`src/rtl/rv_div_pkg.sv`:
```
// Shared types and constants for the iterative RISC-V divide unit.
package rv_div_pkg;

   localparam int XLEN  = 32;
   localparam int CNT_W = 6;

   typedef enum logic [1:0] {
      OP_DIV  = 2'b00,
      OP_DIVU = 2'b01,
      OP_REM  = 2'b10,
      OP_REMU = 2'b11
   } div_op_e;

   typedef enum logic [1:0] {
      ST_IDLE = 2'd0,
      ST_CALC = 2'd1,
      ST_DONE = 2'd2
   } div_state_e;

   // Special-case results at the default width
   localparam logic [XLEN-1:0] DIV0_QUOT    = '1;
   localparam logic [XLEN-1:0] OVF_DIVIDEND = {1'b1, {(XLEN-1){1'b0}}};
   localparam logic [XLEN-1:0] OVF_DIVISOR  = '1;
   localparam logic [XLEN-1:0] OVF_QUOT     = {1'b1, {(XLEN-1){1'b0}}};
   localparam logic [XLEN-1:0] OVF_REM      = '0;

   function automatic logic op_is_signed(div_op_e op);
      return ~op[0];
   endfunction

   function automatic logic op_is_rem(div_op_e op);
      return op[1];
   endfunction

endpackage

```
`src/rtl/rv_div_step.sv`:
```
// One restoring division iteration: shift, trial subtract, select.
module rv_div_step
   import rv_div_pkg::*;
#(
   parameter int XLEN = rv_div_pkg::XLEN
) (
   input  logic [XLEN-1:0] rem_i,
   input  logic [XLEN-1:0] quot_i,
   input  logic [XLEN-1:0] divisor_i,
   output logic [XLEN-1:0] rem_o,
   output logic [XLEN-1:0] quot_o
);

   logic [XLEN:0] shifted;
   logic [XLEN:0] diff;

   // Partial remainder is always below the divisor, so the restored value fits XLEN bits
   always_comb begin
      shifted = {rem_i, quot_i[XLEN-1]};
      diff    = shifted - {1'b0, divisor_i};
      rem_o   = diff[XLEN] ? shifted[XLEN-1:0] : diff[XLEN-1:0];
      quot_o  = {quot_i[XLEN-2:0], ~diff[XLEN]};
   end

endmodule

```
`src/rtl/rv_div_unit.sv`:
```
// Iterative RISC-V M-extension divider (DIV/DIVU/REM/REMU), one bit per clock.
//
// state   | meaning
// --------+-----------------------------------------------------------
// ST_IDLE | waiting for start_i; result_o holds last result
// ST_CALC | one restoring iteration per edge on |a| / |b|
// ST_DONE | result_o valid, done_o high for exactly one cycle
module rv_div_unit
   import rv_div_pkg::*;
#(
   parameter int XLEN = rv_div_pkg::XLEN
) (
   input  logic            clk_i,
   input  logic            rst_n_i,
   input  logic            start_i,
   input  logic [1:0]      op_i,
   input  logic [XLEN-1:0] a_i,
   input  logic [XLEN-1:0] b_i,
   input  logic            flush_i,
   output logic [XLEN-1:0] result_o,
   output logic            busy_o,
   output logic            done_o
);

   localparam logic [XLEN-1:0]  MIN_NEG   = {1'b1, {(XLEN-1){1'b0}}};
   localparam logic [CNT_W-1:0] LAST_ITER = CNT_W'(XLEN - 1);

   div_state_e       state;
   div_op_e          op_q;
   logic [CNT_W-1:0] cnt;
   logic [XLEN-1:0]  rem_q;
   logic [XLEN-1:0]  quot_q;
   logic [XLEN-1:0]  divisor_q;
   logic             neg_quot_q;
   logic             neg_rem_q;

   div_op_e          op_in;
   logic             in_signed;
   logic             a_neg;
   logic             b_neg;
   logic [XLEN-1:0]  a_abs;
   logic [XLEN-1:0]  b_abs;
   logic             in_ovf;
   logic [XLEN-1:0]  step_rem;
   logic [XLEN-1:0]  step_quot;
   logic [XLEN-1:0]  calc_result;

   // Operand magnitudes and sign flags for the request on the inputs
   always_comb begin
      op_in     = div_op_e'(op_i);
      in_signed = op_is_signed(op_in);
      a_neg     = in_signed & a_i[XLEN-1];
      b_neg     = in_signed & b_i[XLEN-1];
      a_abs     = a_neg ? -a_i : a_i;
      b_abs     = b_neg ? -b_i : b_i;
      in_ovf    = in_signed && (a_i == MIN_NEG) && (b_i == '1);
   end

   rv_div_step #(.XLEN(XLEN)) u_step (
      .rem_i     (rem_q),
      .quot_i    (quot_q),
      .divisor_i (divisor_q),
      .rem_o     (step_rem),
      .quot_o    (step_quot)
   );

   // Sign fix-up applied to the final iteration's outputs
   always_comb begin
      if (op_is_rem(op_q)) begin
         calc_result = neg_rem_q ? -step_rem : step_rem;
      end else begin
         calc_result = neg_quot_q ? -step_quot : step_quot;
      end
   end

   // Control FSM with registered busy/done and held result
   always_ff @(posedge clk_i or negedge rst_n_i) begin
      if (!rst_n_i) begin
         state      <= ST_IDLE;
         op_q       <= OP_DIV;
         cnt        <= '0;
         rem_q      <= '0;
         quot_q     <= '0;
         divisor_q  <= '0;
         neg_quot_q <= 1'b0;
         neg_rem_q  <= 1'b0;
         result_o   <= '0;
         busy_o     <= 1'b0;
         done_o     <= 1'b0;
      end else begin
         case (state)
            ST_IDLE: begin
               if (start_i && !flush_i) begin
                  op_q       <= op_in;
                  cnt        <= '0;
                  rem_q      <= '0;
                  quot_q     <= a_abs;
                  divisor_q  <= b_abs;
                  neg_quot_q <= a_neg ^ b_neg;
                  neg_rem_q  <= a_neg;
                  if (b_i == '0) begin
                     state    <= ST_DONE;
                     done_o   <= 1'b1;
                     result_o <= op_is_rem(op_in) ? a_i : '1;
                  end else if (in_ovf) begin
                     state    <= ST_DONE;
                     done_o   <= 1'b1;
                     result_o <= op_is_rem(op_in) ? '0 : MIN_NEG;
                  end else begin
                     state  <= ST_CALC;
                     busy_o <= 1'b1;
                  end
               end
            end
            ST_CALC: begin
               if (flush_i) begin
                  state  <= ST_IDLE;
                  busy_o <= 1'b0;
               end else begin
                  rem_q  <= step_rem;
                  quot_q <= step_quot;
                  cnt    <= cnt + 1'b1;
                  if (cnt == LAST_ITER) begin
                     state    <= ST_DONE;
                     busy_o   <= 1'b0;
                     done_o   <= 1'b1;
                     result_o <= calc_result;
                  end
               end
            end
            ST_DONE: begin
               state  <= ST_IDLE;
               done_o <= 1'b0;
            end
            default: begin
               state  <= ST_IDLE;
               busy_o <= 1'b0;
               done_o <= 1'b0;
            end
         endcase
      end
   end

endmodule

```
`config.mk`:
```
export PLATFORM = sky130hd
export DESIGN_NAME = rv_div_unit
export DESIGN_NICKNAME = d
export VERILOG_FILES = /design/src/rtl/rv_div_pkg.sv /design/src/rtl/rv_div_step.sv /design/src/rtl/rv_div_unit.sv
export SDC_FILE = /design/constraint.sdc
export NUM_CORES = 1
export LEC_CHECK = 0
export CORE_MARGIN = 2
export CORE_UTILIZATION = 60
export CTS_CLUSTER_DIAMETER = 40
export CTS_CLUSTER_SIZE = 40
export DETAILED_ROUTE_END_ITERATION = 6
export PLACE_DENSITY_LB_ADDON = 0.25
export SLEW_MARGIN = 20
export SYNTH_ARGS = -nofsm -noshare
export SYNTH_HDL_FRONTEND = slang
export SYNTH_SLANG_ARGS = --single-unit
```
`constraint.sdc`:
```
create_clock -name clk_i -period 6.2 [get_ports clk_i]
set_input_delay 0.93 -clock clk_i [delete_from_list [all_inputs] [get_ports clk_i]]
set_output_delay 0.93 -clock clk_i [all_outputs]
set_load 0.01 [all_outputs]
```
==> results_dict.tcl <==
set metrics [dict create \
    die-area_um2 20900 \
    cts_num_sinks 141 \
    p_sw_mw 3.629 \
    num_io_pins 104 \
    ys_seq_area_share_pct 29.76 \
    synth.area.mux_share_pct 2.332 \
    die_x_um 144.6 \
    combPwrFrac_pct 64.5 \
    hold_violations 0 \
    tns_ns 0 \
    path_max_fanout 13 \
    drc 0 \
    endpoint_kind "flop" \
    drt-total-wl_um 38150 \
    leakage_nw 5.521 \
    grt_usage_pct 37.18 \
    synth_compound_area_share_pct 28.30 \
    synth_edf_count 0 \
    viasPerCell 6.634 \
    async_flop_share_pct 100.0 \
    antennaDiodeCount 0 \
    path_buf_inv 2 \
    num_rows 51 \
    clkTransAtPathRegs_ns 0.07 \
    core_area_um2 19400 \
    rsz0062_at_grt "no" \
    worst_setup_path_start_kind "flop" \
    portBuffers 103 \
    die_y_um 144.6 \
    ant_nets 0 \
    clk_path_buf_depth 2 \
    overflow 0 \
    synth_area_um2 11860 \
    r2r_cells 19 \
    tightest_slew_ns 1.030 \
    nNetsFinal 1694 \
    synthSimpleGateAreaFrac_pct 21.39 \
    hp-class "reg -> reg" \
    r2r_start "rem_q[16]" \
    status "finished clean" \
    drv_cap 0 \
    critical_path_required_ns 6.51 \
    path_delay_family "simple AND/OR/NAND/NOR gates" \
    antenna_found_initial 1 \
    drtIter0Drc 1402 \
    worstReg2RegEnd "result_o[28]" \
    seqPwrFrac_pct 20.0 \
    vdd_drop_max_v 0.0003606 \
    fmax_mhz 195.6 \
    grt_max_degree 78 \
    syn_nets 1640 \
    yosys_warnings 0 \
    ys_top_cells_by_area "dfrtp_1 30%, o21ai_0 8.1%, xnor2_1 5.6%, nand2_1 5.4%, a21oi_1 5.3%" \
    regToRegSetupSlack_ns 1.09 \
    ctsHtreeMaxLevel 4 \
    cts_hold_buf 0 \
    crit_start "rem_q[16]" \
    setup_violations 0 \
    cts_buffers 17 \
    avgSynthCellArea_um2 7.743 \
    p_int_mw 3.389 \
    drive_gt1_share_pct 4.944 \
    post_cts_buffers 0 \
    slowest_stage "a221oi_1" \
    syn_inst 1531 \
    syn_to_final_growth_pct 15.06 \
    min_path_cells 2 \
    period_share_pct 82.47 \
    routedWlPerCell_um 20.48 \
    yosys.cell_types.count 92 \
    gp_congestion 0.9237 \
    first_global_vias 11420 \
    insertion_delay_ns 0.44 \
    synth_top_family_by_area "compound AO/OA/AOI/OAI gates" \
    min_period_ns 5.113 \
    arrival_ns 5.42 \
    slowest_delay_ns 0.51 \
    synthAdderAreaFrac_pct 4.179 \
    vias 12360 \
    start_util_pct 61.11 \
    finalMaxSlewViolations 0 \
    ys.flop_type "dfrtp_1" \
    p_clk_share_pct 15.5 \
    critical_path_class "reg -> reg" \
    whs_endpoint "divisor_q[17]" \
    dpl.hpwl_um 28150 \
    hp-start "divisor_q[17]" \
    yosys.area.top_type_share_pct 29.76 \
    place_area_um2 13020 \
    grt_first_pass_wirelength_um 60240 \
    path_cells "ha_1, a21oi_1, o21ai_1, a221oi_1, o21ai_2, nor3_4, nor2_8, inv_2, mux2i_1, ha_1, inv_1, nor2_1, nand2_1, or3_1, nand4_1, nand4_1, nor3_1, mux2i_1, o21ai_1" \
    synth_top_area_cell "dfrtp_1" \
    switching_share_pct 51.71 \
    postCtsResizedCells 0 \
    cts_tree "yes" \
    slew_headroom_pct 31.15 \
    cts_root_buf "clkbuf_16" \
    powerDensity_nw_per_um2 514.5 \
    first_pass_iters 6 \
    synth-xor-area-share_pct 9.235 \
    synth_seq_cells 141 \
    finClkSkew_ns 0.01488 \
    final_cell_area_um2 13640 \
]
[how the worst max path moves through the flow]
stage,endpoint,slack (ns),depth (start not counted)
floorplan,result_o[22],1.12,23
global placement,result_o[28],1.29,22
detailed placement,result_o[31],1.16,13
CTS,result_o[28],1.17,19
global route,result_o[28],0.73,19
finish,result_o[28],1.09,19
[logic make-up after synthesis]
| family | count (synthesis) |
|---|---|
| flip-flops | 141 |
| XOR/XNOR | 125 |
| buffers and inverters | 145 |
| AND/OR/NAND/NOR | 520 |
| adder cells (fa/ha/maj) | 39 |
| AO/OA/AOI/OAI | 534 |
| multiplexers | 27 |
[metal layers]
layer  part of all wire (%)  global-route usage (%)  up-vias
met5                  0.034                       0        -
met3                    9.3                   7.980      105
met4                    2.8                   11.04        2
met2                     46                   60.91      715
li1                       -                       -     5697
met1                     42                   49.58     5841
[flip-flops by register name (all words and copies together), names as in the netlist]
signal / cells
rem_q: 32
op_q: 1
result_o: 32
busy_o: 1
quot_q: 32
neg_quot_q: 1
state: 2
divisor_q: 32
cnt: 6
neg_rem_q: 1
done_o: 1
[cells in the final DEF (no fill, tap or decap), types with 11 or more instances in the layout]
cell type | synthesis | layout
a21o_1 | 11 | 11
inv_1 | 58 | 58
dfrtp_1 | 141 | 141
clkdlybuf4s50_1 | 0 | 102
o21ai_1 | 19 | 19
nand2_1 | 172 | 171
or4_1 | 14 | 14
nand4_1 | 24 | 24
o211ai_1 | 15 | 15
clkbuf_16 | 0 | 17
o21ai_0 | 192 | 192
buf_4 | 1 | 17
nand2b_1 | 18 | 18
nor4_1 | 11 | 11
xor2_1 | 49 | 49
nor3_1 | 29 | 29
mux2i_1 | 22 | 22
and2_1 | 15 | 15
ha_1 | 38 | 38
xnor2_1 | 76 | 76
a31oi_1 | 19 | 19
a211oi_1 | 13 | 13
o31ai_1 | 22 | 22
nand3_1 | 24 | 24
nor2_1 | 133 | 131
or3_1 | 22 | 22
a21oi_1 | 126 | 126
and3_1 | 11 | 11
[power by group through the flow]
stage	registers, mW	logic (mW)	clock network (mW)
floorplan	1.30	3.32	0
global placement	1.39	4.31	0
detailed placement	1.40	4.36	0
CTS	1.39	4.41	1.09
global route	1.43	4.91	1.13
finish	1.40	4.53	1.09
[metrics by stage]
stage               cells  total power, mW  utilization [%]  setup WS, ns  hold slack, ns
detailed placement   1831            5.768            67.13         1.164          0.4720
floorplan            1531            4.621                -         1.124          0.4498
global placement     1831            5.702            67.13         1.293          0.4616
finish               1863            7.018            70.32         1.087          0.4823
CTS                  1863            6.895            70.32         1.166          0.4868
global route         1863            7.475            70.32        0.7260          0.5144
[worst reg2reg max path, delay by kind of cell (launching register included)]
kind                       cells  cell delay (ns)
muxes                          2             0.52
DFF                            1             0.46
buffers and inverters          2             0.22
and+or+nand+nor                8             1.78
adders and majority gates      2             0.77
AOI/OAI and AO/OA              5             1.25
[synthesized netlist by cell type (18+ instances only)]
library cell	count
dfrtp_1	141
xor2_1	49
nor2_1	133
a21oi_1	126
ha_1	38
a31oi_1	19
o21ai_1	19
or3_1	22
nand3_1	24
nand4_1	24
nor3_1	29
mux2i_1	22
nand2_1	172
o21ai_0	192
nand2b_1	18
inv_1	58
clkbuf_1	64
xnor2_1	76
o31ai_1	22
[layout make-up]
| cell class | count | area (um2) |
|---|---|---|
| Timing Repair Buffer | 120 | 1160 |
| Clock buffer | 17 | 425.4 |
| Sequential cell | 141 | 3528 |
| Fill cell | 1658 | 5758 |
| Clock inverter | 15 | 192.7 |
| Multi-Input combinational cell | 1245 | 7777 |
| Tap cell | 265 | 331.6 |
| Inverter | 60 | 225.2 |
Note: power is estimated with default switching activity, not from simulation.
